File: src/rtl/pcs_pkg.sv
// pcs_pkg: XGMII character codes, control masks and TX sequencer states shared by the PCS TX/RX blocks
package pcs_pkg;
    localparam logic [7:0] CH_START = 8'hFB;
    localparam logic [7:0] CH_TERM  = 8'hFD;
    localparam logic [7:0] CH_ERROR = 8'hFE;
    localparam logic [7:0] CH_IDLE  = 8'h07;
    localparam logic [7:0] CH_LPI   = 8'h06;
    localparam logic [7:0] CH_PRE   = 8'h55;
    localparam logic [7:0] CH_SFD   = 8'hD5;
    localparam logic [7:0] CTL_ALL   = 8'hFF;
    localparam logic [7:0] CTL_NONE  = 8'h00;
    localparam logic [7:0] CTL_START = 8'h01;
    localparam logic [63:0] WORD_IDLE  = {8{CH_IDLE}};
    localparam logic [63:0] WORD_LPI   = {8{CH_LPI}};
    localparam logic [63:0] WORD_ERROR = {8{CH_ERROR}};
    localparam logic [63:0] WORD_START = {CH_SFD, {6{CH_PRE}}, CH_START};
    localparam logic [63:0] WORD_TERM0 = {{7{CH_IDLE}}, CH_TERM};
    typedef enum logic [2:0] {
        ST_IDLE,
        ST_START,
        ST_DATA,
        ST_TERM,
        ST_DRAIN,
        ST_IPG
    } seq_state_t;
endpackage

File: src/rtl/pcs_tx_sequencer_if.sv
// pcs_tx_sequencer_if: MAC-side valid/ready frame stream feeding the PCS TX sequencer
interface pcs_tx_sequencer_if;
    logic [63:0] s_data;
    logic        s_valid;
    logic        s_ready;
    logic        s_last;
    logic [3:0]  s_bytes;
    modport master (output s_data, s_valid, s_last, s_bytes, input s_ready);
    modport slave (input s_data, s_valid, s_last, s_bytes, output s_ready);
endinterface

File: src/rtl/pcs_term_word.sv
// pcs_term_word: builds the XGMII terminate word for a last beat carrying n (1..7) valid bytes
module pcs_term_word
    import pcs_pkg::*;
(
    input  logic [63:0] beat,
    input  logic [2:0]  n,
    output logic [63:0] term_d,
    output logic [7:0]  term_c
);
    always_comb begin
        term_d = WORD_IDLE;
        for (int k = 0; k < 8; k++)
            term_d[8*k +: 8] = (k < int'(n)) ? beat[8*k +: 8] : (k == int'(n)) ? CH_TERM : CH_IDLE;
        term_c = CTL_ALL << n;
    end
endmodule

File: src/rtl/pcs_tx_sequencer.sv
// pcs_tx_sequencer: frame stream to XGMII start/data/terminate/idle words for one 64-bit PCS TX lane.
// Define PCS_TX_SEQ_LPI_EN to emit LPI fill in IDLE while lpi_req is high.
module pcs_tx_sequencer
    import pcs_pkg::*;
#(
    parameter int IPG_WORDS = 1,
    parameter int CNT_WIDTH = 8
) (
    input  logic                 clk,
    input  logic                 rst,
    pcs_tx_sequencer_if.slave    s,
    input  logic                 lpi_req,
    output logic [63:0]          tx_d,
    output logic [7:0]           tx_c,
    output logic [CNT_WIDTH-1:0] underrun_cnt
);
    localparam logic [3:0] GAP_LOAD = 4'(IPG_WORDS);
    seq_state_t  state;
    logic [3:0]  gap;
    logic [63:0] term_d;
    logic [7:0]  term_c;
    logic        full;
    logic        fill_lpi;
    // a byte count of 0 (or anything above 7) means the whole beat is payload
    assign full = s.s_bytes[3] || s.s_bytes[2:0] == 3'd0;
    assign s.s_ready = state == ST_DATA || state == ST_DRAIN;
`ifdef PCS_TX_SEQ_LPI_EN
    assign fill_lpi = lpi_req;
`else
    assign fill_lpi = 1'b0 & lpi_req;
`endif
    pcs_term_word u_term (
        .beat   (s.s_data),
        .n      (s.s_bytes[2:0]),
        .term_d (term_d),
        .term_c (term_c)
    );
    always_ff @(posedge clk or posedge rst) begin
        if (rst) begin
            state        <= ST_IDLE;
            gap          <= '0;
            tx_d         <= WORD_IDLE;
            tx_c         <= CTL_ALL;
            underrun_cnt <= '0;
        end else begin
            tx_d <= WORD_IDLE;
            tx_c <= CTL_ALL;
            case (state)
                ST_IDLE: begin
                    if (s.s_valid)
                        state <= ST_START;
                    else if (fill_lpi)
                        tx_d <= WORD_LPI;
                end
                ST_START: begin
                    tx_d  <= WORD_START;
                    tx_c  <= CTL_START;
                    state <= ST_DATA;
                end
                ST_DATA: begin
                    if (!s.s_valid) begin
                        tx_d  <= WORD_ERROR;
                        state <= ST_DRAIN;
                        if (!(&underrun_cnt))
                            underrun_cnt <= underrun_cnt + 1'b1;
                    end else if (s.s_last && !full) begin
                        tx_d  <= term_d;
                        tx_c  <= term_c;
                        gap   <= GAP_LOAD;
                        state <= ST_IPG;
                    end else begin
                        tx_d  <= s.s_data;
                        tx_c  <= CTL_NONE;
                        state <= s.s_last ? ST_TERM : ST_DATA;
                    end
                end
                ST_TERM: begin
                    tx_d  <= WORD_TERM0;
                    gap   <= GAP_LOAD;
                    state <= ST_IPG;
                end
                ST_DRAIN: begin
                    if (s.s_valid && s.s_last) begin
                        gap   <= GAP_LOAD;
                        state <= ST_IPG;
                    end
                end
                ST_IPG: begin
                    gap   <= gap - 1'b1;
                    state <= (gap <= 4'd1) ? ST_IDLE : ST_IPG;
                end
                default: state <= ST_IDLE;
            endcase
        end
    end
endmodule
File: src/flat_wrapper.sv
// flat-port wrapper written by rule: the top's interface ports become plain ports
module pcs_tx_sequencer_flat import pcs_pkg::*;
#(
    parameter int IPG_WORDS = 1,
    parameter int CNT_WIDTH = 8
)
  (clk, rst, lpi_req, tx_d, tx_c, underrun_cnt, s_s_data, s_s_valid, s_s_last, s_s_bytes, s_s_ready);
  pcs_tx_sequencer_if s_i ();
  input  logic clk;
  input  logic rst;
  input  logic lpi_req;
  output logic [63:0] tx_d;
  output logic [7:0] tx_c;
  output logic [CNT_WIDTH-1:0] underrun_cnt;
  input wire logic [$bits(s_i.s_data)-1:0] s_s_data;
  input wire logic [$bits(s_i.s_valid)-1:0] s_s_valid;
  input wire logic [$bits(s_i.s_last)-1:0] s_s_last;
  input wire logic [$bits(s_i.s_bytes)-1:0] s_s_bytes;
  output wire logic [$bits(s_i.s_ready)-1:0] s_s_ready;
  assign s_i.s_data = s_s_data;
  assign s_i.s_valid = s_s_valid;
  assign s_i.s_last = s_s_last;
  assign s_i.s_bytes = s_s_bytes;
  assign s_s_ready = s_i.s_ready;
  pcs_tx_sequencer #(.IPG_WORDS(IPG_WORDS), .CNT_WIDTH(CNT_WIDTH)) u_core (.clk(clk), .rst(rst), .s(s_i), .lpi_req(lpi_req), .tx_d(tx_d), .tx_c(tx_c), .underrun_cnt(underrun_cnt));
endmodule
File: config.mk
export PLATFORM = sky130hd
export DESIGN_NAME = pcs_tx_sequencer_flat
export DESIGN_NICKNAME = d
export VERILOG_FILES = /design/src/rtl/pcs_pkg.sv /design/src/rtl/pcs_tx_sequencer_if.sv /design/src/rtl/pcs_term_word.sv /design/src/rtl/pcs_tx_sequencer.sv /design/src/flat_wrapper.sv
export SDC_FILE = /design/constraint.sdc
export NUM_CORES = 1
export LEC_CHECK = 0
export CAP_MARGIN = 20
export CORE_MARGIN = 2
export CORE_UTILIZATION = 46
export DETAILED_ROUTE_END_ITERATION = 10
export GPL_TIMING_DRIVEN = 0
export PLACE_DENSITY_LB_ADDON = 0.2
export SLEW_MARGIN = 20
export SYNTH_ARGS = -nofsm -noshare
export SYNTH_HDL_FRONTEND = slang
export SYNTH_SLANG_ARGS = --single-unit
File: constraint.sdc
create_clock -name clk -period 4.3 [get_ports clk]
set_input_delay 0.86 -clock clk [delete_from_list [all_inputs] [get_ports clk]]
set_output_delay 0.86 -clock clk [all_outputs]
set_load 0.05 [all_outputs]
==> results.py <==
metrics = {
    "timing": {
        "worstMarginPinSlew_ns": 0.642,
        "setup_viol": 0,
        "drv_slew": 0,
        "fin_crit_ns": 3.14,
        "hold_viol": 0,
        "rsz0062_at_grt": "no",
        "max_slew_margin": 0.567,
        "clock.fmax_mhz": 318,
        "finalCritPeriodShare": 0.731,
        "skew_ns": 0.0114,
    },
    "final_layout": {
        "fin_nets": 587,
        "antenna_cells": 0,
        "fin_util": 0.713,
        "area_growth_pct": 50.8,
        "drive_gt1_frac": 0.118,
        "fin_area_mm2": 0.00548,
        "fillers": 585,
    },
    "worst_hold_path": {
        "hp-class": "flip-flop to flip-flop",
    },
    "floorplanning": {
        "die_y_um": 92.9,
        "rows": 32,
        "core_area_mm2": 0.00769,
        "io_pins": 154,
        "dieWidth_um": 92.9,
        "dieArea_mm2": 0.00863,
        "start_util": 0.473,
    },
    "yosys": {
        "synth-main-ff-cell": "dfrtp_1",
        "synth_top_area_frac": 0.379,
        "synth_seq_area_share": 0.610,
        "yosys.area.top_type": "dfrtp_1",
        "synth_cell_types": 48,
        "syn_area_mm2": 0.00363,
        "synth_area_per_cell_um2": 10.4,
        "async_reset_ff_frac": 1.00,
        "synth_area_leaders": "dfrtp_1, dfstp_2, a21oi_1, o21ai_0, nand2_1",
        "synth_edf_count": 0,
        "synth_nets": 424,
        "netlist_instances": 348,
        "ys_seq_elements": 87,
        "yosysWarningCount": 0,
    },
    "placement": {
        "hpwl_um": 7600,
        "post_dp_cell_area_mm2": 0.00530,
        "port_buffers": 151,
        "gp_congestion": 0.810,
    },
    "drt": {
        "drc": 0,
        "avgViaCountPerCell": 5.20,
        "wl_per_cell_um": 16.2,
        "initialDrtViolationCount": 91,
        "routed_wirelength_um": 10000,
        "drt-pass1-iter-count": 4,
        "ant_nets": 0,
        "vias": 3215,
    },
    "global_routing": {
        "grt_use_total": 0.240,
        "gr-total-overflow": 0,
        "antenna_found_initial": 0,
        "grt_pass1_wl_um": 15800,
        "grt_pass1_vias": 3129,
        "grt_max_degree": 59,
    },
    "cts": {
        "cts_max_level": 3,
        "cts_sinks": 87,
        "cts_tree": "yes",
        "hold_buffers": 0,
        "cts_setup_buffers": 0,
        "ctsLongestPathBuffers": 2,
        "cts_inserted_buffers": 9,
        "cts_resized": 0,
        "clk_latency_ns": 0.36,
        "path_clk_slew_ns": 0.08,
        "cts_root_buf": "clkbuf_8",
    },
    "power": {
        "power.density_mw_per_mm2": 675,
        "cellLeakagePower_uw": 0.00227,
        "peakVddDrop_mv": 0.387,
        "design_power_total_uw": 3700,
    },
    "setup_path": {
        "setup.worst_path.end_class": "output port",
        "cp-start-kind": "flip-flop",
        "required_ns": 3.44,
        "setup.worst_path.class": "flip-flop to output port",
        "crit_path_max_fanout": 10,
        "worstPathArrival_ns": 2.28,
    },
    "run_status": {
        "run_status": "finished, final reports clean",
    },
    "flow_run": {
        "drv_cap": 0,
    },
}
==> per-layer routing <==
metal / track usage / share of wire
met5: 0 / 0
met4: 0.0956 / 0.016
met3: 0.0570 / 0.062
met2: 0.414 / 0.53
met1: 0.290 / 0.40
==> path summary, 6_finish.rpt <==
check | to | depth (start not counted) | start | slack (ns)
worst max register to register | u_core.tx_d[48] | 4 | u_core.state[1] | 2.19
max in group asynchronous | u_core.tx_c[5] | 3 | rst | 2.79
worst min register to register | u_core.gap[1] | 1 | u_core.gap[1] | 0.53
min in group asynchronous | u_core.underrun_cnt[1] | 2 | rst | 0.87
worst max-delay path | s_s_ready | 4 | u_core.state[2] | 1.16
worst min-delay path | u_core.gap[1] | 1 | u_core.gap[1] | 0.53
==> worst max-delay path, stage by stage (launching register included) <==
cell	delay, ns
dfrtp_1	0.45
clkbuf_1	0.39
xnor2_1	0.17
nor2_1	0.11
clkdlybuf4s50_1	0.81
==> sequential cells by signal (all words and copies together), names as in the netlist <==
name	flops
u_core.gap	4
u_core.state	3
u_core.tx_c	8
u_core.tx_d	64
u_core.underrun_cnt	8
==> placed cells by master (no fill, tap or decap), types with 4 or more instances in the layout <==
cell type,n
clkdlybuf4s50_1,151
dfrtp_1,55
a21oi_1,45
o21ai_0,33
dfstp_2,32
nand2_1,31
nor2_1,31
clkbuf_1,16
clkbuf_8,9
inv_1,8
or3_1,8
nand3_1,8
nor3_1,7
a311o_1,6
nor2b_1,5
nand2b_1,5
a31oi_1,5
o21a_1,5
buf_2,4
==> per-stage QoR <==
step	worst slack, ns	TNS, ns	std cells	hold WS [ns]
5_1_grt	1.05	0	618	0.560
3_3_place_gp	-0.0223	-1.07	601	0.506
4_1_cts	1.14	0	618	0.534
2_1_floorplan	1.24	0	348	0.479
6_report	1.16	0	618	0.531
3_5_place_dp	1.31	0	602	0.515
==> logic make-up (layout without fill, tap and decap cells) <==
kind of cell | after synthesis | count (layout) | share of synthesized area
flip-flops | 87 | 87 | 0.610
adder cells (fa/ha/maj) | 3 | 3 | 0.0103
AO/OA/AOI/OAI | 105 | 105 | 0.168
AND/OR/NAND/NOR | 116 | 116 | 0.161
buffers and inverters | 30 | 198 | 0.0324
XOR/XNOR | 5 | 5 | 0.0121
multiplexers | 2 | 2 | 0.00585
==> layout make-up <==
class,instances,area [um2],area share
repair buffers,152,1540,0.281
plain buffers,20,80.1,0.0146
well taps,102,128,0.0233
clock buffers,9,124,0.0226
clock inverters,7,55.1,0.0100
multi-input cells,231,1300,0.237
flip-flops and latches,87,2220,0.404
inverters,10,40.0,0.00730
==> power breakdown <==
group          internal (uW)  switching [uW]  total [uW]
logic                    642            1310        1950
clock network            215             299         514
registers               1130             110        1240
total                   1990            1720        3700
==> synth_stat cells (all sizes together), types with 2 or more instances <==
master,n
nand2b,5
dfrtp,55
inv,9
nor2b,5
o2bb2ai,2
o22ai,2
a31oi,5
nor3,8
o21ai,33
nor2,32
and4,2
clkbuf,16
o31ai,2
a21oi,45
buf,4
and2,2
xnor2,3
a311o,6
xor2,2
or3,8
o21a,5
dfstp,32
or3b,2
nand3b,2
nand4,2
nand3,8
nand2,31
ha,3
and3,2
(Power assumes the default switching activity.)
